File: src/rtl/if_fetch_stage.sv
`default_nettype none
// ============================================================================
// Module   : if_fetch_stage
// Brief    : Instruction fetch stage feeding IF/ID; one outstanding imem
//            request, one-word hold buffer, redirect kills in-flight fetches.
// Revision : 1.0 - initial release
// ============================================================================
module if_fetch_stage #(
  parameter logic [31:0] RESET_PC    = 32'h0000_0000,
  parameter logic [31:0] BUBBLE_INST = 32'h0000_0013
) (
  input  logic        clk,
  input  logic        rst,
  input  logic        hazDetect_IF_ID,
  input  logic        redirect,
  input  logic [31:0] redirect_pc,
  output logic        imem_req,
  output logic [31:0] imem_addr,
  input  logic        imem_gnt,
  input  logic        imem_rvalid,
  input  logic [31:0] imem_rdata,
  output logic [31:0] pc_o,
  output logic [31:0] pcPlusFour_o,
  output logic [31:0] inst_o,
  output logic        inst_valid_o
);

  typedef enum logic [2:0] {
    S_IDLE = 3'd0,
    S_REQ  = 3'd1,
    S_WAIT = 3'd2,
    S_HOLD = 3'd3,
    S_DROP = 3'd4
  } state_t;

  state_t      r_state;
  logic [31:0] r_fpc;
  logic [31:0] r_hold;
  logic [31:0] r_pc;
  logic [31:0] r_pc4;
  logic [31:0] r_inst;
  logic        r_inst_valid;

  logic        w_consume;
  logic [31:0] w_target;
  logic [31:0] w_fpc_plus4;

  assign w_consume   = r_inst_valid & hazDetect_IF_ID & ~redirect;
  assign w_target    = redirect_pc & ~32'h0000_0003;
  assign w_fpc_plus4 = r_fpc + 32'd4;

  assign imem_req     = (r_state == S_REQ);
  assign imem_addr    = r_fpc;
  assign pc_o         = r_pc;
  assign pcPlusFour_o = r_pc4;
  assign inst_o       = r_inst;
  assign inst_valid_o = r_inst_valid;

  always_ff @(posedge clk) begin
    if (rst) begin
      r_state      <= S_IDLE;
      r_fpc        <= RESET_PC;
      r_hold       <= '0;
      r_pc         <= '0;
      r_pc4        <= '0;
      r_inst       <= BUBBLE_INST;
      r_inst_valid <= 1'b0;
    end else begin
      // Default on consume; a load in the same cycle overrides it below.
      if (w_consume) begin
        r_inst_valid <= 1'b0;
        r_inst       <= BUBBLE_INST;
      end
      if (redirect) begin
        r_inst_valid <= 1'b0;
        r_inst       <= BUBBLE_INST;
        r_hold       <= '0;
        r_fpc        <= w_target;
        case (r_state)
          S_REQ:   r_state <= imem_gnt ? S_DROP : S_REQ;
          S_WAIT:  r_state <= imem_rvalid ? S_REQ : S_DROP;
          S_DROP:  r_state <= imem_rvalid ? S_REQ : S_DROP;
          default: r_state <= S_REQ;
        endcase
      end else begin
        case (r_state)
          S_IDLE: r_state <= S_REQ;
          S_REQ: begin
            if (imem_gnt) r_state <= S_WAIT;
          end
          S_WAIT: begin
            if (imem_rvalid) begin
              if (!r_inst_valid || w_consume) begin
                r_pc         <= r_fpc;
                r_pc4        <= w_fpc_plus4;
                r_inst       <= imem_rdata;
                r_inst_valid <= 1'b1;
                r_fpc        <= w_fpc_plus4;
                r_state      <= S_REQ;
              end else begin
                r_hold  <= imem_rdata;
                r_state <= S_HOLD;
              end
            end
          end
          S_HOLD: begin
            if (w_consume) begin
              r_pc         <= r_fpc;
              r_pc4        <= w_fpc_plus4;
              r_inst       <= r_hold;
              r_inst_valid <= 1'b1;
              r_fpc        <= w_fpc_plus4;
              r_hold       <= '0;
              r_state      <= S_REQ;
            end
          end
          S_DROP: begin
            if (imem_rvalid) r_state <= S_REQ;
          end
          default: r_state <= S_IDLE;
        endcase
      end
    end
  end

endmodule
`default_nettype wire

File: config.mk
export PLATFORM = sky130hd
export DESIGN_NAME = if_fetch_stage
export DESIGN_NICKNAME = d
export VERILOG_FILES = /design/src/rtl/if_fetch_stage.sv
export SDC_FILE = /design/constraint.sdc
export NUM_CORES = 1
export LEC_CHECK = 0
export BUFFER_PORTS_ARGS = -buffer_cell sky130_fd_sc_hd__buf_2
export CAP_MARGIN = 10
export CORE_MARGIN = 4
export CORE_UTILIZATION = 53
export CTS_CLUSTER_DIAMETER = 80
export CTS_CLUSTER_SIZE = 14
export DETAILED_ROUTE_END_ITERATION = 10
export HOLD_SLACK_MARGIN = 0.05
export PLACE_DENSITY = 0.79
export SLEW_MARGIN = 20
export SYNTH_ARGS = -nofsm -noshare
export SYNTH_HDL_FRONTEND = slang
export SYNTH_SLANG_ARGS = --single-unit
File: constraint.sdc
create_clock -name clk -period 2.72 [get_ports clk]
set_input_delay 0.544 -clock clk [delete_from_list [all_inputs] [get_ports clk]]
set_output_delay 0.544 -clock clk [all_outputs]
set_load 0.005 [all_outputs]
# After elaboration in Yosys (flattened, before gate mapping)
# Index checks and enable logic that the tools add are counted.
[totals] input_bits=70 ramBits=0 n_memories=0 romBits=0 word_cells=70 reg_bits=164 output_inout_bits=130 latchBits=0
[classes] n_eq_ne=13 n_mul=0 n_bitwise=3 reduce_logical=12 order_cmp=0 n_mux=33 div=0 shifts=0 add_sub_neg=1
[op_table] operator="2-to-1 mux 32 bit" count=14
[op_table] operator="case mux 32 bit (2 select lines)" count=4
[op_table] operator="adder 32 x 3 -> 32 bit (second input constant)" count=1
[op_table] operator="2-to-1 mux 3 bit" count=7
[op_table] operator="AND reduction 4 bit" count=4
[op_table] operator="case mux 3 bit (5 select lines)" count=1
[op_table] operator="inequality test 3 bit (second input constant)" count=4
[op_table] operator="inequality test 2 bit (second input constant)" count=4
[op_table] operator="equality test 3 x 2 -> 1 bit (second input constant)" count=2
[op_table] operator="case mux 3 bit (2 select lines)" count=1
[op_table] operator="AND reduction 5 bit" count=1
[op_table] operator="2-to-1 mux 1 bit" count=4
[op_table] operator="OR reduction 2 bit" count=2
[op_table] operator="equality test 3 x 1 -> 1 bit (second input constant)" count=1
[op_table] operator="equality test 3 bit (second input constant)" count=1
[op_table] operator="logical NOT 3 bit" count=1
[op_table] operator="inequality test 3 x 2 -> 1 bit (second input constant)" count=1
[op_table] operator="nonzero test 3 bit" count=1
[op_table] operator="AND 1 bit" count=2
[op_table] operator="2-to-1 mux 2 bit" count=1
[op_table] operator="case mux 1 bit (2 select lines)" count=1
[op_table] operator="nonzero test 2 bit" count=1
[op_table] operator="logical NOT 1 bit" count=1
[op_table] operator="logical OR 1 bit" count=1
[op_table] operator="inverter 1 bit" count=1

# Logic depth before layout (Yosys ltp)
[depth] ltp_word=7 depth_mapped=10 mapped_depth_nobuf=6

# Least setup slack after synthesis
# No wires, ideal clock.
[synth_path] path_kind="reg2reg" from="reg r_fpc[2] (netlist: imem_addr[2])" to="reg r_pc4[30] (netlist: pcPlusFour_o[30])" path_buffers=1 required_ns=2.600 setup_ns=0.120 synth_period_minus_slack_ns=2.253 path_stages_with_launch=8 path_slack_ns=0.467 t_arrival_ns=2.134 path_cell_list="dfxtp_1 > ha_1 > nand3_1 > nor4_4 > nand3_1 > clkbuf_1 > o21a_1 > o31a_1"
[synth_via] elab_chain_cells=4 word_cells_on_any_way=5 classes_between="add/sub: 1; mux: 4"
[synth_rtl] element="start, declared" line="37" rtl="logic [31:0] r_fpc;"
[synth_rtl] element="start signal, assigned" line="78" rtl="r_fpc <= w_target;"
[synth_rtl] element="start signal, assigned" line="98" rtl="r_fpc <= w_fpc_plus4;"
[synth_rtl] element="start signal, assigned" line="112" rtl="r_fpc <= w_fpc_plus4;"
[synth_rtl] element="adder 32 x 3 -> 32 bit (*)" line="50" rtl="assign w_fpc_plus4 = r_fpc + 32'd4;"
[synth_rtl] element="2-to-1 mux 32 bit" line="93" rtl="if (!r_inst_valid || w_consume) begin"
[synth_rtl] element="2-to-1 mux 32 bit" line="92" rtl="if (imem_rvalid) begin"
[synth_rtl] element="case mux 32 bit (2 select lines) (*)" line="86" rtl="case (r_state)"
[synth_rtl] element="end signal, assigned" line="95" rtl="r_pc4 <= w_fpc_plus4;"
[synth_rtl] element="end signal, assigned" line="109" rtl="r_pc4 <= w_fpc_plus4;"
[synth_rtl] element="end, declared" line="40" rtl="logic [31:0] r_pc4;"
# Mark *: on every way between the ends. The rest lies on a longest branch, timed or not. The select of a mux whose other input is x is not followed.
# A chain may end at the register's enable or synchronous reset.

# Worst setup path in the final report
[layout_path] from="reg r_fpc[2] (netlist: imem_addr[2])" to="reg r_fpc[30] (netlist: imem_addr[30])"
[layout_via] elab_chain_cells=5 word_cells_on_any_way=6 classes_between="add/sub: 1; mux: 5"
[layout_rtl] element="adder 32 x 3 -> 32 bit (*)" line="50"
[layout_rtl] element="2-to-1 mux 32 bit" line="93"
[layout_rtl] element="2-to-1 mux 32 bit" line="92"
[layout_rtl] element="case mux 32 bit (2 select lines) (*)" line="86"
[layout_rtl] element="2-to-1 mux 32 bit (*)" line="74" rtl="if (redirect) begin"
# Marks and branches as above.

==> impl_metrics.ini <==
[power_and_ir_drop]
p_leak_nw = 3.686
vdd_drop_max_mv = 0.4076
power_density_nw_per_um2 = 556.4

[final_layout]
fin_nets = 1160
syn2layout_area_growth_pct = 22.31
postLayoutCoreUtil_pct = 67.20
stdcell_area_sq_um = 9040
drive_gt1_share_pct = 24.73
n_fill_cell = 1168

[routing]
dr_wl_met3_mm = 2.119
ant_nets = 0
wl_met1_mm = 9.429
num_vias = 7592
drc = 0
wl_mm = 22.10
vias_per_cell = 5.945
drtIter0Drc = 800
wl_per_cell_um = 17.30
firstDrtPassIters = 5
wl_met2_mm = 9.878
maxUsedRoutingLayer = met5

[sta]
fmax_mhz = 390.2
finalSetupTns_ns = 0
period_minus_slack_ns = 2.563
worst_slew_pin_slew_ns = 0.7052
max_slew_margin_pct = 52.99
finalClockSkew_ns = 0.009893
holdWs_ns = 0.3901
grt_setup_unrepaired = false
setup_viol = 0
report.final.slew_viol_count = 0
finalHoldViolations = 0
layout_setup_ws_ns = 0.1574
min_period_over_period_pct = 94.21

[yosys]
yosysWarnings = 0
yosys.cell_types.count = 52
synth_edf_count = 0
synth_seq_cells = 158
netlist_area_sq_um = 7391
postSynth.asyncResetShare_pct = 0
seq_area_frac_synth_pct = 42.80
netlist_instances = 932
synth_area_leaders = dfxtp_1 (43%), a21oi_1 (7.9%), nand2_1 (5.8%)
avgSynthCellArea_sq_um = 7.930
synth_ff_type = dfxtp_1
yosysTopAreaCellShare_pct = 42.80
synth_top_area_cell = dfxtp_1

[status]
outcome = completed

[min_path]
whs_path_depth = 3
hp-start = imem_rdata[10]
min_to = r_hold[10]
hp-class = in2reg

[run]
drv_cap = 0

[placed_design]
gp_congestion = 0.8386
post_dp_cell_area_sq_um = 8506
place_ws_ns = 0.2341
portBuffers = 191
hpwl_mm = 15.07

[worst_setup_path]
worstPathCellList = ha_1 -> nand3_1 -> nor4_4 -> nand3_1 -> or4_1 -> a311oi_1
crit_path_frequent_cell = nand3_1
cpLargestDelayFamily = simple AND/OR/NAND/NOR gates
cp_max_fo = 14
cp-start-kind = flop
critPathSlowestCell = or4_1
path_buf_inv = 0
worst_r2r_endpoint = imem_addr[30]
cpPeakStageDelay_ns = 0.55
cp.arrival_ns = 2.88
reg2reg_from = imem_addr[2]
required_ns = 3.04
crit_type = reg2reg
reg2regPathDepth = 6
crit_path_end_kind = flop
r2r_slack_ns = 0.16

[die]
fp.dieW_um = 126.1
core_area_sq_um = 13450
die-area_sq_um = 15900
placementRows = 42
io-pin-count = 200
initial_core_util_pct = 54.94
fp.dieH_um = 126.1

[clock_network]
cts_tree = yes
cts_hold_buf = 0
ctsHtreeMaxLevel = 4
ctsResizeCount = 0
clk_pin_slew_worst_paths_ns = 0.06
clk_latency_ns = 0.42
post_cts_buffers = 0
clock_path_buffers = 2
cts_buffers = 17
cts_root_buf = clkbuf_16
cts.sinks = 158

[global_route]
grt_max_degree = 54
antenna_found_initial = 4
grt_pass1_vias = 6911
grt_pass1_wl_mm = 35.47
gr-total-overflow = 0
track_usage_pct = 27.01
worst max-delay path by stage:
stage / endpoint / from / depth (start not counted)
finish: imem_addr[30] / imem_addr[2] / 6
global route: imem_addr[30] / imem_addr[2] / 6
CTS: imem_addr[30] / imem_addr[2] / 6
detailed placement: imem_addr[23] / hazDetect_IF_ID / 6
global placement: imem_addr[28] / hazDetect_IF_ID / 6
floorplan: pcPlusFour_o[30] / imem_addr[2] / 7
logic make-up after synthesis:
family          Yosys count  synth area share (%)
compound gates          288                 24.39
xor+xnor                 31                 3.674
fa+ha+maj                 1                0.1693
buf+inv                 111                 6.433
flops                   158                 42.80
mux                       3                0.4063
other cells               1               0.05074
simple gates            339                 22.08
tightest hold or removal path, stage by stage:
cell and delay, ns:
buf_2 0.09, a22oi_1 0.07, nor2_1 0.07
layout make-up:
cell class	count	area (sq um)	area share (%)
Multi-Input combinational cell	668	3792	41.95
Inverter	13	48.80	0.5398
Clock buffer	22	464.2	5.135
Antenna cell	1	2.502	0.02768
Sequential cell	158	3163	34.99
Tap cell	176	220.2	2.436
Timing Repair Buffer	231	1281	14.17
Clock inverter	8	67.56	0.7474
per-layer routing:
layer  vias up  track usage, %
met4         6           11.23
met5         -               0
met1      3504           36.11
met2       377           40.94
met3        57           7.832
li1       3648               -
cell usage in the layout (no fill, tap or decap), types with 13 or more instances in the layout:
master / count
a211oi_1: 45
a21oi_1: 117
a22oi_1: 35
and3_1: 32
buf_2: 191
buf_4: 38
clkbuf_16: 17
dfxtp_1: 158
inv_1: 13
nand2_1: 114
nand3_1: 13
nor2_1: 83
nor3_1: 35
o21ai_0: 44
xnor2_1: 15
xor2_1: 16
state kept, by name (all words and copies together) (netlist names):
name / count
imem_addr: 30
r_hold: 32
r_state: 3
pc_o: 30
inst_o: 32
inst_valid_o: 1
pcPlusFour_o: 30
power breakdown:
group          internal [W]  switching, W  total [W]
Sequential          0.00236     0.0000696    0.00243
Combinational      0.000173      0.000253   0.000426
Clock               0.00129      0.000889    0.00217
cells in the mapped netlist (all sizes together) (12+ instances only):
cell type  instances
xor2              16
nand3             13
a211oi            45
inv               13
dfxtp            158
nor3              35
a311oi            12
a21oi            117
clkbuf            71
nand2            115
nor2              83
a22oi             35
or3               12
buf               27
xnor2             15
o21ai             46
and3              32
metrics by stage:
stage / instances / total power, W
after floorplan: 937 / 0.002700
after global placement: 1246 / 0.002889
after detailed placement: 1246 / 0.002895
after CTS: 1276 / 0.005052
after global routing: 1277 / 0.005216
final: 1277 / 0.005030
(Power assumes the default switching activity.)
